--- src/rtl/crp16_alu_sequencer_pkg.sv ---
// Shared definitions for the CRP16 ALU sequencer: ALU select codes, FSM states,
// flag bit positions and the shift-add partial-product helper.
package crp16_alu_sequencer_pkg;

    localparam int CRP16_W = 16;

    localparam logic [3:0] SEL_SLL  = 4'b0000;
    localparam logic [3:0] SEL_ADD  = 4'b1000;
    localparam logic [3:0] SEL_SUB  = 4'b1010;
    localparam logic [3:0] SEL_SLTU = 4'b1100;
    localparam logic [3:0] SEL_SLT  = 4'b1110;

    typedef enum logic [1:0] {
        ST_IDLE = 2'd0,
        ST_EXEC = 2'd1,
        ST_MUL  = 2'd2,
        ST_DONE = 2'd3
    } state_t;

    // Flag vector order is {v,c,n,z}
    localparam int FLAG_V = 3;
    localparam int FLAG_C = 2;
    localparam int FLAG_N = 1;
    localparam int FLAG_Z = 0;

    function automatic logic [CRP16_W-1:0] mul_addend(input logic [CRP16_W-1:0] mc,
                                                      input logic               mp_bit);
        return mc & {CRP16_W{mp_bit}};
    endfunction

endpackage

--- src/rtl/crp16_alu_sequencer_flag_reg.sv ---
// Architectural {v,c,n,z} flag register: async active-low reset to RST_VAL,
// loads only when load is asserted.
module crp16_flag_reg #(
    parameter logic [3:0] RST_VAL = 4'b0000
) (
    input  logic       clock,
    input  logic       resetn,
    input  logic       load,
    input  logic [3:0] flags_in,
    output logic [3:0] flags
);

    logic [3:0] flags_q;
    logic [3:0] flags_d;

    always_comb begin
        flags_d = flags_q;
        if (load) begin
            flags_d = flags_in;
        end
    end

    always_ff @(posedge clock or negedge resetn) begin
        if (!resetn) begin
            flags_q <= RST_VAL;
        end else begin
            flags_q <= flags_d;
        end
    end

    assign flags = flags_q;

endmodule

--- src/rtl/crp16_alu_sequencer.sv ---
// CRP16 ALU issue sequencer: valid/ready request in, drives the external ALU,
// captures result/flags, returns a response; MUL is 16 shift-add ALU passes.
//
// state | meaning
// IDLE  | req_ready=1, waiting for a request
// EXEC  | single ALU pass, result captured at the end of the cycle
// MUL   | shift-add step cnt_q, ALU adds the next partial product
// DONE  | rsp_valid=1, result held until rsp_ready
module crp16_alu_sequencer
    import crp16_alu_sequencer_pkg::*;
#(
    parameter int         WIDTH     = 16,
    parameter int         MUL_STEPS = 16,
    parameter logic [3:0] FLAG_RST  = 4'b0000
) (
    input  logic             clock,
    input  logic             resetn,
    input  logic             req_valid,
    output logic             req_ready,
    input  logic [3:0]       req_op,
    input  logic             req_mul,
    input  logic             req_setf,
    input  logic [WIDTH-1:0] req_x,
    input  logic [WIDTH-1:0] req_y,
    output logic             rsp_valid,
    input  logic             rsp_ready,
    output logic [WIDTH-1:0] rsp_data,
    output logic             flag_v,
    output logic             flag_c,
    output logic             flag_n,
    output logic             flag_z,
    output logic [WIDTH-1:0] alu_x,
    output logic [WIDTH-1:0] alu_y,
    output logic [3:0]       alu_select,
    input  logic [WIDTH-1:0] alu_out,
    input  logic             alu_v,
    input  logic             alu_c,
    input  logic             alu_n,
    input  logic             alu_z
);

    localparam int                CNT_W    = $clog2(MUL_STEPS);
    localparam logic [CNT_W-1:0]  CNT_LAST = CNT_W'(MUL_STEPS - 1);

    state_t             state_q, state_d;
    logic [WIDTH-1:0]   alu_x_q, alu_x_d;
    logic [WIDTH-1:0]   alu_y_q, alu_y_d;
    logic [3:0]         alu_sel_q, alu_sel_d;
    logic [WIDTH-1:0]   mc_q, mc_d;
    logic [WIDTH-1:0]   mp_q, mp_d;
    logic [WIDTH-1:0]   rsp_data_q, rsp_data_d;
    logic [CNT_W-1:0]   cnt_q, cnt_d;
    logic               mul_q, mul_d;
    logic               setf_q, setf_d;

    logic               accept;
    logic               last_step;
    logic               flag_load;
    logic [3:0]         flag_next;
    logic [3:0]         flags;

    assign accept    = req_valid && (state_q == ST_IDLE);
    assign last_step = (state_q == ST_MUL) && (cnt_q == CNT_LAST);

    always_ff @(posedge clock or negedge resetn) begin
        if (!resetn) begin
            state_q    <= ST_IDLE;
            alu_x_q    <= '0;
            alu_y_q    <= '0;
            alu_sel_q  <= '0;
            mc_q       <= '0;
            mp_q       <= '0;
            rsp_data_q <= '0;
            cnt_q      <= '0;
            mul_q      <= 1'b0;
            setf_q     <= 1'b0;
        end else begin
            state_q    <= state_d;
            alu_x_q    <= alu_x_d;
            alu_y_q    <= alu_y_d;
            alu_sel_q  <= alu_sel_d;
            mc_q       <= mc_d;
            mp_q       <= mp_d;
            rsp_data_q <= rsp_data_d;
            cnt_q      <= cnt_d;
            mul_q      <= mul_d;
            setf_q     <= setf_d;
        end
    end

    always_comb begin
        state_d = state_q;
        case (state_q)
            ST_IDLE: if (req_valid) state_d = req_mul ? ST_MUL : ST_EXEC;
            ST_EXEC: state_d = ST_DONE;
            ST_MUL:  if (cnt_q == CNT_LAST) state_d = ST_DONE;
            ST_DONE: if (rsp_ready) state_d = ST_IDLE;
            default: state_d = ST_IDLE;
        endcase
    end

    always_comb begin
        req_ready = (state_q == ST_IDLE);
        rsp_valid = (state_q == ST_DONE);
    end

    // mc_q/mp_q run one step ahead of the ALU operands so the next addend is ready at each edge
    always_comb begin
        alu_x_d    = alu_x_q;
        alu_y_d    = alu_y_q;
        alu_sel_d  = alu_sel_q;
        mc_d       = mc_q;
        mp_d       = mp_q;
        rsp_data_d = rsp_data_q;
        cnt_d      = cnt_q;
        mul_d      = mul_q;
        setf_d     = setf_q;
        if (accept) begin
            mul_d  = req_mul;
            setf_d = req_setf;
            cnt_d  = '0;
            mc_d   = req_x << 1;
            mp_d   = req_y >> 1;
            if (req_mul) begin
                alu_x_d   = '0;
                alu_y_d   = mul_addend(req_x, req_y[0]);
                alu_sel_d = SEL_ADD;
            end else begin
                alu_x_d   = req_x;
                alu_y_d   = req_y;
                alu_sel_d = req_op;
            end
        end else if (state_q == ST_EXEC) begin
            rsp_data_d = alu_out;
        end else if (state_q == ST_MUL) begin
            alu_x_d = alu_out;
            alu_y_d = mul_addend(mc_q, mp_q[0]);
            mc_d    = mc_q << 1;
            mp_d    = mp_q >> 1;
            cnt_d   = cnt_q + 1'b1;
            if (last_step) begin
                rsp_data_d = alu_out;
            end
        end
    end

    // MUL reports only zero; ALU carry/overflow from intermediate adds is meaningless
    always_comb begin
        flag_load = setf_q && ((state_q == ST_EXEC) || last_step);
        if (mul_q) begin
            flag_next = {3'b000, (alu_out == '0)};
        end else begin
            flag_next = {alu_v, alu_c, alu_n, alu_z};
        end
    end

    crp16_flag_reg #(
        .RST_VAL (FLAG_RST)
    ) u_flag_reg (
        .clock    (clock),
        .resetn   (resetn),
        .load     (flag_load),
        .flags_in (flag_next),
        .flags    (flags)
    );

    assign flag_v     = flags[FLAG_V];
    assign flag_c     = flags[FLAG_C];
    assign flag_n     = flags[FLAG_N];
    assign flag_z     = flags[FLAG_Z];
    assign rsp_data   = rsp_data_q;
    assign alu_x      = alu_x_q;
    assign alu_y      = alu_y_q;
    assign alu_select = alu_sel_q;

endmodule

--- config.mk ---
export PLATFORM = sky130hd
export DESIGN_NAME = crp16_alu_sequencer
export DESIGN_NICKNAME = d
export VERILOG_FILES = /design/src/rtl/crp16_alu_sequencer_pkg.sv /design/src/rtl/crp16_alu_sequencer_flag_reg.sv /design/src/rtl/crp16_alu_sequencer.sv
export SDC_FILE = /design/constraint.sdc
export NUM_CORES = 1
export LEC_CHECK = 0
export BUFFER_PORTS_ARGS = -buffer_cell sky130_fd_sc_hd__buf_4
export CORE_MARGIN = 2
export CORE_UTILIZATION = 45
export CTS_CLUSTER_SIZE = 12
export DETAILED_ROUTE_END_ITERATION = 8
export PLACE_DENSITY = 0.7
export SYNTH_ARGS = -nofsm -noshare
export SYNTH_HDL_FRONTEND = slang
export SYNTH_SLANG_ARGS = --single-unit
--- constraint.sdc ---
create_clock -name clock -period 2.87 [get_ports clock]
set_input_delay 0.574 -clock clock [delete_from_list [all_inputs] [get_ports clock]]
set_output_delay 0.574 -clock clock [all_outputs]
set_load 0.02 [all_outputs]
==> results.txt, run 1 <==
The run gives 35 as the row count. The run finished with clean final reports. The number of slew-limit violations in the final report was 0. The run gives 0.00356 W as the design internal power. Source-to-sink clock delay at the later pin of the worst-skew pair: 0.37 ns. The headroom to the max-slew limit was 62.5%. Counting distinct cell types in the post-synthesis netlist gives 41. For this block, the initial DRC count from the detailed router was 136. The worst-case vdd ir drop was 0.543 mV; the diode insertion count for antenna repair was 0. The H-tree was split into 3 levels. The delay contributed by the slowest stage of the critical path was 0.50 ns.

The post-synthesis sequential element count was 94; the hold buffer count at CTS was 0. Setup repair after global routing left no endpoint under its margin. By startpoint and endpoint, the worst setup path is classified as reg2reg. The die is 102 microns tall.

The core area is 9330 sq um, and the global placement routability congestion is 0.789. Entering global routing, the biggest net connects 95 pins. The run gives 818 as the number of filler cells placed in the layout.

dfrtp_1 takes more of the synthesized area than any other cell. The tools report the global router's overall resource usage as 21.2%. The final worst hold slack was 0.248 ns.

In the routed layout, each cell is associated on average with a via count of 5.36. The die is 102 microns wide. The tools report the achievable frequency as 0.443 GHz.

The tightest min-delay check is of the in2async type. For this run, the number of Yosys warnings is 0. For the floorplan die area, the log shows 10500 sq um. STA puts the critical path data required time at 3.12 ns. The run gives 4 as the iteration count of the initial detailed-routing pass. The worst setup path is launched from a register. The logs give 9 for the CTS buffer count and 3444 for the number of vias in the routed layout.

TritonCTS built the clock tree. The power per standard cell area works out to 1060 nW/um^2. The critical path goes through inv_1 -> ha_1 -> nand2_2 -> nand3_2 -> mux2_1. The tools report the launching instance or port of the critical path as state_q[0]. The tools report the launching point of the worst reg2reg path as state_q[0].

The portion of synthesized cell area occupied by the leading cell type works out to 54.1%. The effective utilization at floorplan is 46.6%, and the number of sinks on the clock net is 94. The share of power burned in the clock network is 15.8%, and the fraction of layout cells with a size suffix above 1 is 31.9%.

In the synthesized netlist, the number of instances is 400. The first global-routing pass estimated 16900 microns of wire. The clock passes through at most 2 buffers.

The top flip-flop cell by instance count after synthesis was dfrtp_1. Sequential cells burn 37.4% of the power. The slew at the pin closest to its max-slew limit is 0.558 ns, and the sequential-to-total area share from yosys stat is 54.1%.

The post-layout minimum cycle time came out at 2.26 ns. The number of flops mapped to enable cells by yosys works out to 0. The number of antenna violations at the first check in global routing was 0. The logs give 4350 sq um for the area of the mapped netlist and 0 for the post-CTS resize count. Once detail routing completed, the nets flagged for antenna violations numbered 0. In the post-synthesis netlist, the cell with the most instances is dfrtp_1. By area the synthesized netlist is led by dfrtp_1, mux2i_1, o21ai_0.

Clock tree synthesis selected as its root buffer the cell clkbuf_8. Once detailed placement completed, the half-perimeter wirelength came to 7630 microns. After synthesis, the most frequently instantiated cells are dfrtp_1, nand2_1, o21ai_0. The number of buffers and inverters on the critical path was 1. The type of destination of the critical path is a register. For the number of max-cap violations, the log shows 0. Clock-pin slew was measured on the worst setup and hold paths at 0.09 ns. The area growth from synthesis to layout is 28.0%. The final wirelength is 10800 microns. The post-layout net count came out at 578.

The critical path's top delay family was simple AND/OR/NAND/NOR gates. The synthesized area divided by synthesized cell count is 10.9 sq um, and the proportion of power drawn by combinational gates is 46.8%. The cell with the largest stage delay on the worst path is nand3_2.

The count of buffers from port buffering is 119, and the aggregate negative setup slack is 0 ns. The switching share of power was 39.9%; the final number of hold-violating endpoints was 0. Along the worst path, the maximum fanout reaches 18. At the worst endpoint, the arrival time is 2.51 ns.

For the count of boundary I/O pins, the log shows 120. The analysis attributes to net switching a power of 0.00236 W. The clock arrives with 0.00914 ns of skew.

Before CTS, the worst setup slack after placement is 0.623 ns. The via count of the first global-routing pass came out at 3336. After clock tree synthesis, the setup repair step added 0 buffers. Of the available clock period, the critical path in the final layout requires 78.7%. The average routed wire per standard cell is 16.7 microns. In the post-route analysis, the smallest setup slack over all paths is 0.613 ns. Counting flops with an async set or reset pin after synthesis yields a share of 100%.

After global routing the overflow that remains totals 0. For this run, design rule violations remaining after detail routing come to 0. The number of nets handed over by synthesis was 469.

In this run the static leakage power is 2.77 nW. The final-report setup violation count was 0.
## stage by stage
stage | total power (W) | area [sq um] | util [%] | cells
2_1_floorplan | 0.00400 | 4350 | - | 400
3_5_place_dp | 0.00503 | 5350 | 57.4 | 627
4_1_cts | 0.00597 | 5560 | 59.6 | 643
6_report | 0.00592 | 5560 | 59.6 | 643
3_3_place_gp | 0.00495 | 5350 | 57.4 | 627
5_1_grt | 0.00632 | 5560 | 59.6 | 643
## layout by cell type (no fill, tap or decap), drive strengths merged, types with 2 or more instances in the layout
master and instances:
a221oi 9, a22o 3, a22oi 27, a31oi 2
a32o 2, and2 2, and3 10, buf 125
clkbuf 14, dfrtp 94, ha 7, inv 5
mux2 18, mux2i 28, nand2 64, nand2b 8
nand3 4, nand4 2, nor2 11, nor4 2
o21ai 62, xor2 2
## routing by layer
metal	up-vias	GRT usage, %	routed length, microns
met5	-	0	0
met1	1672	29.8	4880
met3	11	6.22	748
li1	1650	-	-
met2	111	32.8	5050
met4	0	4.72	86
## cell families (layout without fill, tap and decap cells)
| group | count (synthesis) | after routing | share of synthesized area [%] |
|---|---|---|---|
| fa+ha+maj | 7 | 7 | 2.01 |
| buf+inv | 32 | 146 | 4.03 |
| flops | 94 | 94 | 54.1 |
| simple gates | 107 | 107 | 11.3 |
| compound gates | 111 | 111 | 16.8 |
| xor+xnor | 3 | 3 | 0.605 |
| mux | 46 | 46 | 11.1 |
## final timing paths
check,to,slack [ns],depth (start not counted)
worst min register to register,mc_q[15],0.48,2
worst max register to register,rsp_data[14],0.61,5
min in group clock,mp_q[14],0.41,3
max in group asynchronous,mc_q[6],2.25,2
worst max-delay path,rsp_data[14],0.61,5
worst min-delay path,alu_x[4],0.25,2
## power groups by stage
stage / Sequential (W) / Clock [W] / Combinational (W)
after floorplan: 0.00260 / 0 / 0.00140
after global placement: 0.00222 / 0 / 0.00273
after detailed placement: 0.00224 / 0 / 0.00279
after CTS: 0.00222 / 0.000961 / 0.00279
after global routing: 0.00228 / 0.00100 / 0.00303
final: 0.00222 / 0.000937 / 0.00277
## flip-flops by register name (all words and copies together) (netlist names)
signal,flops
mul_q,1
u_flag_reg.flags,4
mc_q,15
alu_x,16
alu_y,16
mp_q,15
rsp_data,16
state_q,2
setf_q,1
cnt_q,4
alu_select,4
## area by class of cell
type                       count  area (sq um)  area share [%]
sequential                    94          2350            42.3
multi-input combinational    274          1830            32.9
timing repair buffer         125           988            17.8
clock buffer                  14           173            3.10
tap                          129           161            2.90
clock inverter                 2          38.8           0.697
inverter                       5          18.8           0.337
Note: power is estimated with default switching activity, not from simulation.
==> inputs of run 2 (changes only) <==
==> constraint.sdc (replaced) <==
create_clock -name clock -period 2.2 [get_ports clock]
set_input_delay 0.44 -clock clock [delete_from_list [all_inputs] [get_ports clock]]
set_output_delay 0.44 -clock clock [all_outputs]
set_load 0.02 [all_outputs]
==> results.txt, run 2 (synthesis gave the netlist of run 1 again) <==
The tools report the wire length of the first global-routing pass as 17700 microns (was 16900 microns). The layer with the highest usage is met2 (unchanged). The worst min-delay path class was in2async (unchanged).

The critical path data arrival time came out at 2.21 ns (was 2.51 ns). The library cell used as clock root buffer was clkbuf_8 (unchanged). The run gives 10500 sq um (unchanged) as the floorplan die area. The reg-to-reg critical path endpoint was alu_y[3] (was rsp_data[14]).

Number of sinks on the clock net: 94 (unchanged). The run finished with clean final reports. The number of antenna violations at the first check in global routing came out at 0 (unchanged). The final-report setup violation count is 0 (unchanged), and the iteration count of the initial detailed-routing pass is 4 (unchanged). Met2 track demand over resource in global routing: 35.7% (was 32.8%).

The register-to-register setup slack is 0.22 ns (was 0.61 ns). The average routed wire per standard cell was 16.8 microns (was 16.7 microns). The global placement routability congestion is 0.758 (was 0.789), and the final wirelength is 10900 microns (was 10800 microns). The area overhead of the layout relative to synthesis works out to 28.4% (was 28.0%). The overall power is 0.00768 W (was 0.00592 W), and the portion of total power attributed to sequential cells is 37.8% (was 37.4%). The critical path's top delay family was flip-flops (was simple AND/OR/NAND/NOR gates). The share of the clock period used by the worst path came out at 89.8% (was 78.7%). The cell with the largest stage delay on the worst path is dfrtp_1 (was nand3_2). The tools report the maximum number of pins on one net before global-route repair as 95 (unchanged). The tools report the final number of hold-violating endpoints as 0 (unchanged). The proportion of power drawn by combinational gates was 48.2% (was 46.8%); the count of buffers from port buffering was 119 (unchanged). The launching point of the worst reg2reg path is state_q[0] (unchanged). The post-layout minimum cycle time is 1.98 ns (was 2.26 ns), and the clock tree buffer depth is 2 (unchanged). The core area is 9330 sq um (unchanged).

The tools report the maximum level of the CTS H-tree as 3 (unchanged). The detailed router's first-iteration violation count is 198 (was 136). Vias per cell: 5.41 (was 5.36). The post-CTS resize count was 0 (unchanged); the achievable frequency was 0.506 GHz (was 0.443 GHz).

Critical-path cell list: inv_1 -> ha_1 -> nand2_2 -> buf_4 -> and3_1 -> a221oi_1 -> o21ai_0 (was inv_1 -> ha_1 -> nand2_2 -> nand3_2 -> mux2_1). Largest fanout on the critical path: 17 (was 18). The run gives 0.00317 W (was 0.00236 W) as the switching power total. Most common cell after layout, fill and taps aside: buf_4 (unchanged). Met3 layer usage reported by global route: 4.79% (was 6.22%). The logs give 0 (unchanged) for the number of max-cap violations and 0.36 ns (was 0.37 ns) for the source-to-sink clock delay at the later pin of the worst-skew pair.

Kind of critical path: reg2reg (unchanged). The total leakage power is 2.78 nW (was 2.77 nW). The tools report the type of destination of the critical path as a register (unchanged). Count of cells along the worst register-to-register path: 7 (was 5).

The power per standard cell area was 1380 nW/um^2 (was 1060 nW/um^2). The tools report the setup skew after layout as 0.00927 ns (was 0.00914 ns). The endpoint required time on the critical path was 2.43 ns (was 3.12 ns); the via count of the first global-routing pass was 3508 (was 3336). The headroom to the max-slew limit is 62.3% (was 62.5%), and the global router's overall resource usage is 21.8% (was 21.2%). The residual DRC count is 0 (unchanged). TritonCTS built the clock tree.

The count of boundary I/O pins was 120 (unchanged). The kind of launch point of the worst setup path was a register (unchanged). The switching share of power works out to 41.2% (was 39.9%). The half-perimeter wire length of the detailed placement result came out at 7880 microns (was 7630 microns). The tools report the row count as 35 (unchanged). The number of buffers and inverters on the critical path was 2 (was 1). For the number of vias in the routed layout, the log shows 3503 (was 3444).

Post-CTS setup buffer count: 0 (unchanged). Leading cell types in the layout, fill and taps excluded: buf_4, dfrtp_1, nand2_1 (unchanged). Share of power burned in the clock network: 14.1% (was 15.8%). The logs give 583 (was 578) for the post-layout net count and 0 (unchanged) for the overall overflow remaining after global route. The height of the chip was 102 microns (unchanged). The delay contributed by the slowest stage of the critical path came out at 0.45 ns (was 0.50 ns). For the hold buffer count at CTS, the log shows 0 (unchanged). The design internal power was 0.00452 W (was 0.00356 W); the fraction of layout cells with a size suffix above 1 was 32.9% (was 31.9%).

The final worst hold slack was 0.112 ns (was 0.248 ns); the number of slew-limit violations in the final report was 0 (unchanged). The tools report the remaining number of nets flagged by the antenna check after routing as 0 (unchanged). Setup repair after global routing left no endpoint under its margin. For the number of filler cells placed in the layout, the log shows 825 (was 818). The run gives 30.0% (was 29.8%) as the met1 track demand over resource in global routing. The effective utilization at floorplan came out at 46.6% (unchanged). The worst-case vdd ir drop is 0.735 mV (was 0.543 mV). The clock transition at the registers of the reported paths is 0.10 ns (was 0.09 ns), and the aggregate negative setup slack is 0 ns (unchanged).

The die width is 102 microns (unchanged), and the slew at the pin closest to its max-slew limit is 0.565 ns (was 0.558 ns). The CTS buffer count came out at 9 (unchanged). The diode insertion count for antenna repair came out at 0 (unchanged).
## run 2: cell count changes in the layout (fill, tap and decap cells not counted), sizes merged
cell	before	now
bufinv	1	0
buf	125	130
inv	5	6
clkbuf	14	10
clkinvlp	0	2
clkinv	1	3
## run 2: metrics by stage
stage               std cells  util [%]  setup slack, ns  cell area (sq um)
finish                    648      59.8            0.223               5580
global route              648      59.8           0.0533               5580
CTS                       648      59.7           0.0835               5570
detailed placement        632      57.8            0.119               5390
global placement          632      57.8            0.244               5390
floorplan                 400         -            0.298               4350
## run 2: power by group through the flow
stage	Sequential [W]	Combinational, W	Clock (W)
3_3_place_gp	0.00289	0.00361	0
2_1_floorplan	0.00339	0.00183	0
3_5_place_dp	0.00293	0.00372	0
4_1_cts	0.00290	0.00372	0.00110
5_1_grt	0.00299	0.00408	0.00117
6_report	0.00290	0.00370	0.00108
## run 2: worst max-delay path by stage
stage | depth (start not counted) | startpoint | to | slack [ns]
2_1_floorplan | 9 | state_q[0] | alu_y[10] | 0.30
3_3_place_gp | 5 | state_q[0] | rsp_data[14] | 0.24
3_5_place_dp | 5 | state_q[0] | rsp_data[13] | 0.12
4_1_cts | 5 | state_q[0] | rsp_data[13] | 0.08
5_1_grt | 7 | state_q[0] | alu_y[4] | 0.05
6_report | 7 | state_q[0] | alu_y[3] | 0.22
## run 2: metal layers
metal / part of all wire [%] / vias to the layer above
met3: 7.2 / 7
met5: 0 / -
met1: 45 / 1734
met2: 48 / 97
met4: 0.55 / 0
li1: - / 1665
## run 2: layout make-up
cell class	count	area, sq um	share of cell area (%)
sequential	94	2350	42.2
clock buffer	10	138	2.47
clock inverter	6	46.3	0.830
inverter	5	18.8	0.336
multi-input combinational	274	1840	32.9
tap	129	161	2.89
timing repair buffer	130	1030	18.4
## run 2: worst register-to-register path: cells and delay by family (launching register included)
family,cells,cell delay [ns]
fa+ha+maj,1,0.25
simple gates,2,0.42
flops,1,0.45
compound gates,2,0.34
buf+inv,2,0.41
==> inputs of run 3 (changes only) <==
--- a/config.mk
+++ b/config.mk
@@ -10,7 +10,7 @@
 export CORE_UTILIZATION = 45
 export CTS_CLUSTER_SIZE = 12
 export DETAILED_ROUTE_END_ITERATION = 8
-export PLACE_DENSITY = 0.7
+export PLACE_DENSITY = 0.71
 export SYNTH_ARGS = -nofsm -noshare
 export SYNTH_HDL_FRONTEND = slang
 export SYNTH_SLANG_ARGS = --single-unit
==> results.txt, run 3 (synthesis gave the netlist of run 1 again) <==
The final worst setup slack was 0.253 ns (was 0.223 ns); the clock transition at the registers of the reported paths was 0.10 ns (about the same). The number of slew-limit violations in the final report came out at 0 (unchanged). The height of the chip was 102 microns (unchanged). The met3 layer usage reported by global route was 4.58% (was 4.79%); the row count was 35 (unchanged). The number of sinks on the clock net was 94 (unchanged). The power per standard cell area is 1390 nW/um^2 (was 1380 nW/um^2), and the clock tree buffer depth is 2 (unchanged). The residual DRC count was 0 (unchanged); the worst-case vdd ir drop was 0.774 mV (was 0.735 mV). The run gives 21.5% (was 21.8%) as the global router's overall resource usage. The tools report the library cell used as clock root buffer as clkbuf_8 (unchanged). The tools report the final worst hold slack as 0.0145 ns (was 0.112 ns). The flow ran to the end, and the final reports show no timing, DRC or antenna violations. Critical path data arrival time: 2.19 ns (was 2.21 ns). The via count of the first global-routing pass is 3436 (was 3508), and the achievable frequency is 0.514 GHz (was 0.506 GHz). The kind of launch point of the worst setup path was a register (unchanged). The run gives 0 (unchanged) as the hold buffer count at CTS. The post-layout minimum cycle time was 1.95 ns (was 1.98 ns); the vias per cell was 5.23 (was 5.41). The cell with the largest stage delay on the worst path was dfrtp_1 (unchanged). The average routed wire per standard cell was 16.4 microns (was 16.8 microns). TritonCTS built the clock tree.

Critical-path cell list: inv_1 -> ha_1 -> and2_1 -> o21bai_4 -> buf_12 -> a22oi_1 -> o21ai_0 (was inv_1 -> ha_1 -> nand2_2 -> buf_4 -> and3_1 -> a221oi_1 -> o21ai_0). The run gives 585 (was 583) as the post-layout net count. The run gives 2.44 ns (was 2.43 ns) as the endpoint required time on the critical path. The number of antenna violations at the first check in global routing came out at 0 (unchanged).

The met1 track demand over resource in global routing is 30.2% (was 30.0%), and the CTS buffer count is 9 (unchanged). Type of destination of the critical path: a register (unchanged). The run gives 8000 microns (was 7880 microns) as the half-perimeter wire length of the detailed placement result. The source-to-sink clock delay at the later pin of the worst-skew pair is 0.35 ns (was 0.36 ns). The logs give 120 (unchanged) for the count of boundary I/O pins and 0.804 (was 0.758) for the global placement routability congestion. The run gives 2.79 nW (was 2.78 nW) as the total leakage power.

The largest fanout on the critical path is 69 (was 17). The tools report the met2 track demand over resource in global routing as 34.4% (was 35.7%). The die width is 102 microns (unchanged). For the placement-stage worst setup slack, the log shows 0.145 ns (was 0.119 ns). The share of the clock period used by the worst path came out at 88.5% (was 89.8%). Layer with the highest usage: met2 (unchanged).

For the diode insertion count for antenna repair, the log shows 0 (unchanged). The setup skew after layout is 0.0103 ns (was 0.00927 ns), and the effective utilization at floorplan is 46.6% (unchanged). The logs give 3 (unchanged) for the maximum level of the CTS H-tree and 60.0% (was 59.8%) for the utilization after layout.

The maximum number of pins on one net before global-route repair was 70 (was 95); the post-CTS resize count was 0 (unchanged). Setup repair after global routing left no endpoint under its margin. The tools report the overall power as 0.00777 W (was 0.00768 W). The worst min-delay path class was in2async (unchanged). The slew at the pin closest to its max-slew limit works out to 0.598 ns (was 0.565 ns). The logs give 3396 (was 3503) for the number of vias in the routed layout and 0 (unchanged) for the number of max-cap violations. The remaining number of nets flagged by the antenna check after routing came out at 0 (unchanged).

The most common cell after layout, fill and taps aside is buf_4 (unchanged). The tools report the post-CTS setup buffer count as 0 (unchanged). Leading cell types in the layout, fill and taps excluded: buf_4, dfrtp_1, nand2_1 (unchanged).

Kind of critical path: reg2reg (unchanged). The logs give 10600 microns (was 10900 microns) for the final wirelength and 4 (unchanged) for the iteration count of the initial detailed-routing pass. The floorplan die area was 10500 sq um (unchanged); the delay contributed by the slowest stage of the critical path was 0.42 ns (was 0.45 ns). The final-report setup violation count was 0 (unchanged); the aggregate negative setup slack was 0 ns (unchanged). For the detailed router's first-iteration violation count, the log shows 195 (was 198). The count of buffers from port buffering was 119 (unchanged); the final number of hold-violating endpoints was 0 (unchanged).

The area overhead of the layout relative to synthesis came out at 28.8% (was 28.4%). The overall overflow remaining after global route is 0 (unchanged). The wire length of the first global-routing pass was 17400 microns (was 17700 microns); the fraction of layout cells with a size suffix above 1 was 32.9% (about the same).

The core area is 9330 sq um (unchanged), and the headroom to the max-slew limit is 59.8% (was 62.3%).
[run 3: changes by cell type in the layout (fill, tap and decap cells not counted), sizes merged]
cell    before  now
clkinv       3    0
buf        130  132
bufinv       0    2
[run 3: layout make-up]
type	count	area (sq um)
fill	806	3730
timing repair buffer	132	1020
clock inverter	5	83.8
inverter	5	18.8
sequential	94	2350
tap	129	161
clock buffer	10	128
multi-input combinational	274	1840
[run 3: power breakdown]
| part | switching, W | total (W) | internal (W) |
|---|---|---|---|
| sequential | 0.000444 | 0.00289 | 0.00244 |
| clock | 0.000603 | 0.00124 | 0.000639 |
| combinational | 0.00204 | 0.00364 | 0.00160 |
[run 3: metrics by stage]
step	instance area [sq um]	std cells
floorplan	4350	400
global placement	5380	634
detailed placement	5380	634
CTS	5590	649
global route	5600	649
finish	5600	649
[run 3: metal layers]
layer  vias to the layer above  part of all wire, %  routed length, microns
li1                       1669                    -                       -
met1                      1628                   45                    4800
met2                        94                   48                    5080
met3                         5                  6.5                     689
met4                         0                 0.56                      60
met5                         -                    0                       0
[run 3: worst paths after layout]
| check | start | endpoint | slack [ns] | cells past startpoint |
|---|---|---|---|---|
| setup / recovery | state_q[1] | alu_y[10] | 0.25 | 7 |
| hold / removal | resetn | alu_x[3] | 0.01 | 1 |
| setup reg to reg | state_q[1] | alu_y[10] | 0.25 | 7 |
| hold reg to reg | alu_y[3] | alu_y[3] | 0.48 | 2 |
| max in group asynchronous | resetn | alu_y[3] | 1.58 | 2 |
| min in group clock | req_y[15] | mp_q[14] | 0.30 | 3 |
[run 3: critical path: cells and delay by family, from the launching register on]
kind / cells / cell delay [ns]
AO/OA/AOI/OAI: 3 / 0.42
adder cells (fa/ha/maj): 1 / 0.25
buffers and inverters: 2 / 0.33
flip-flops: 1 / 0.42
AND/OR/NAND/NOR: 1 / 0.38
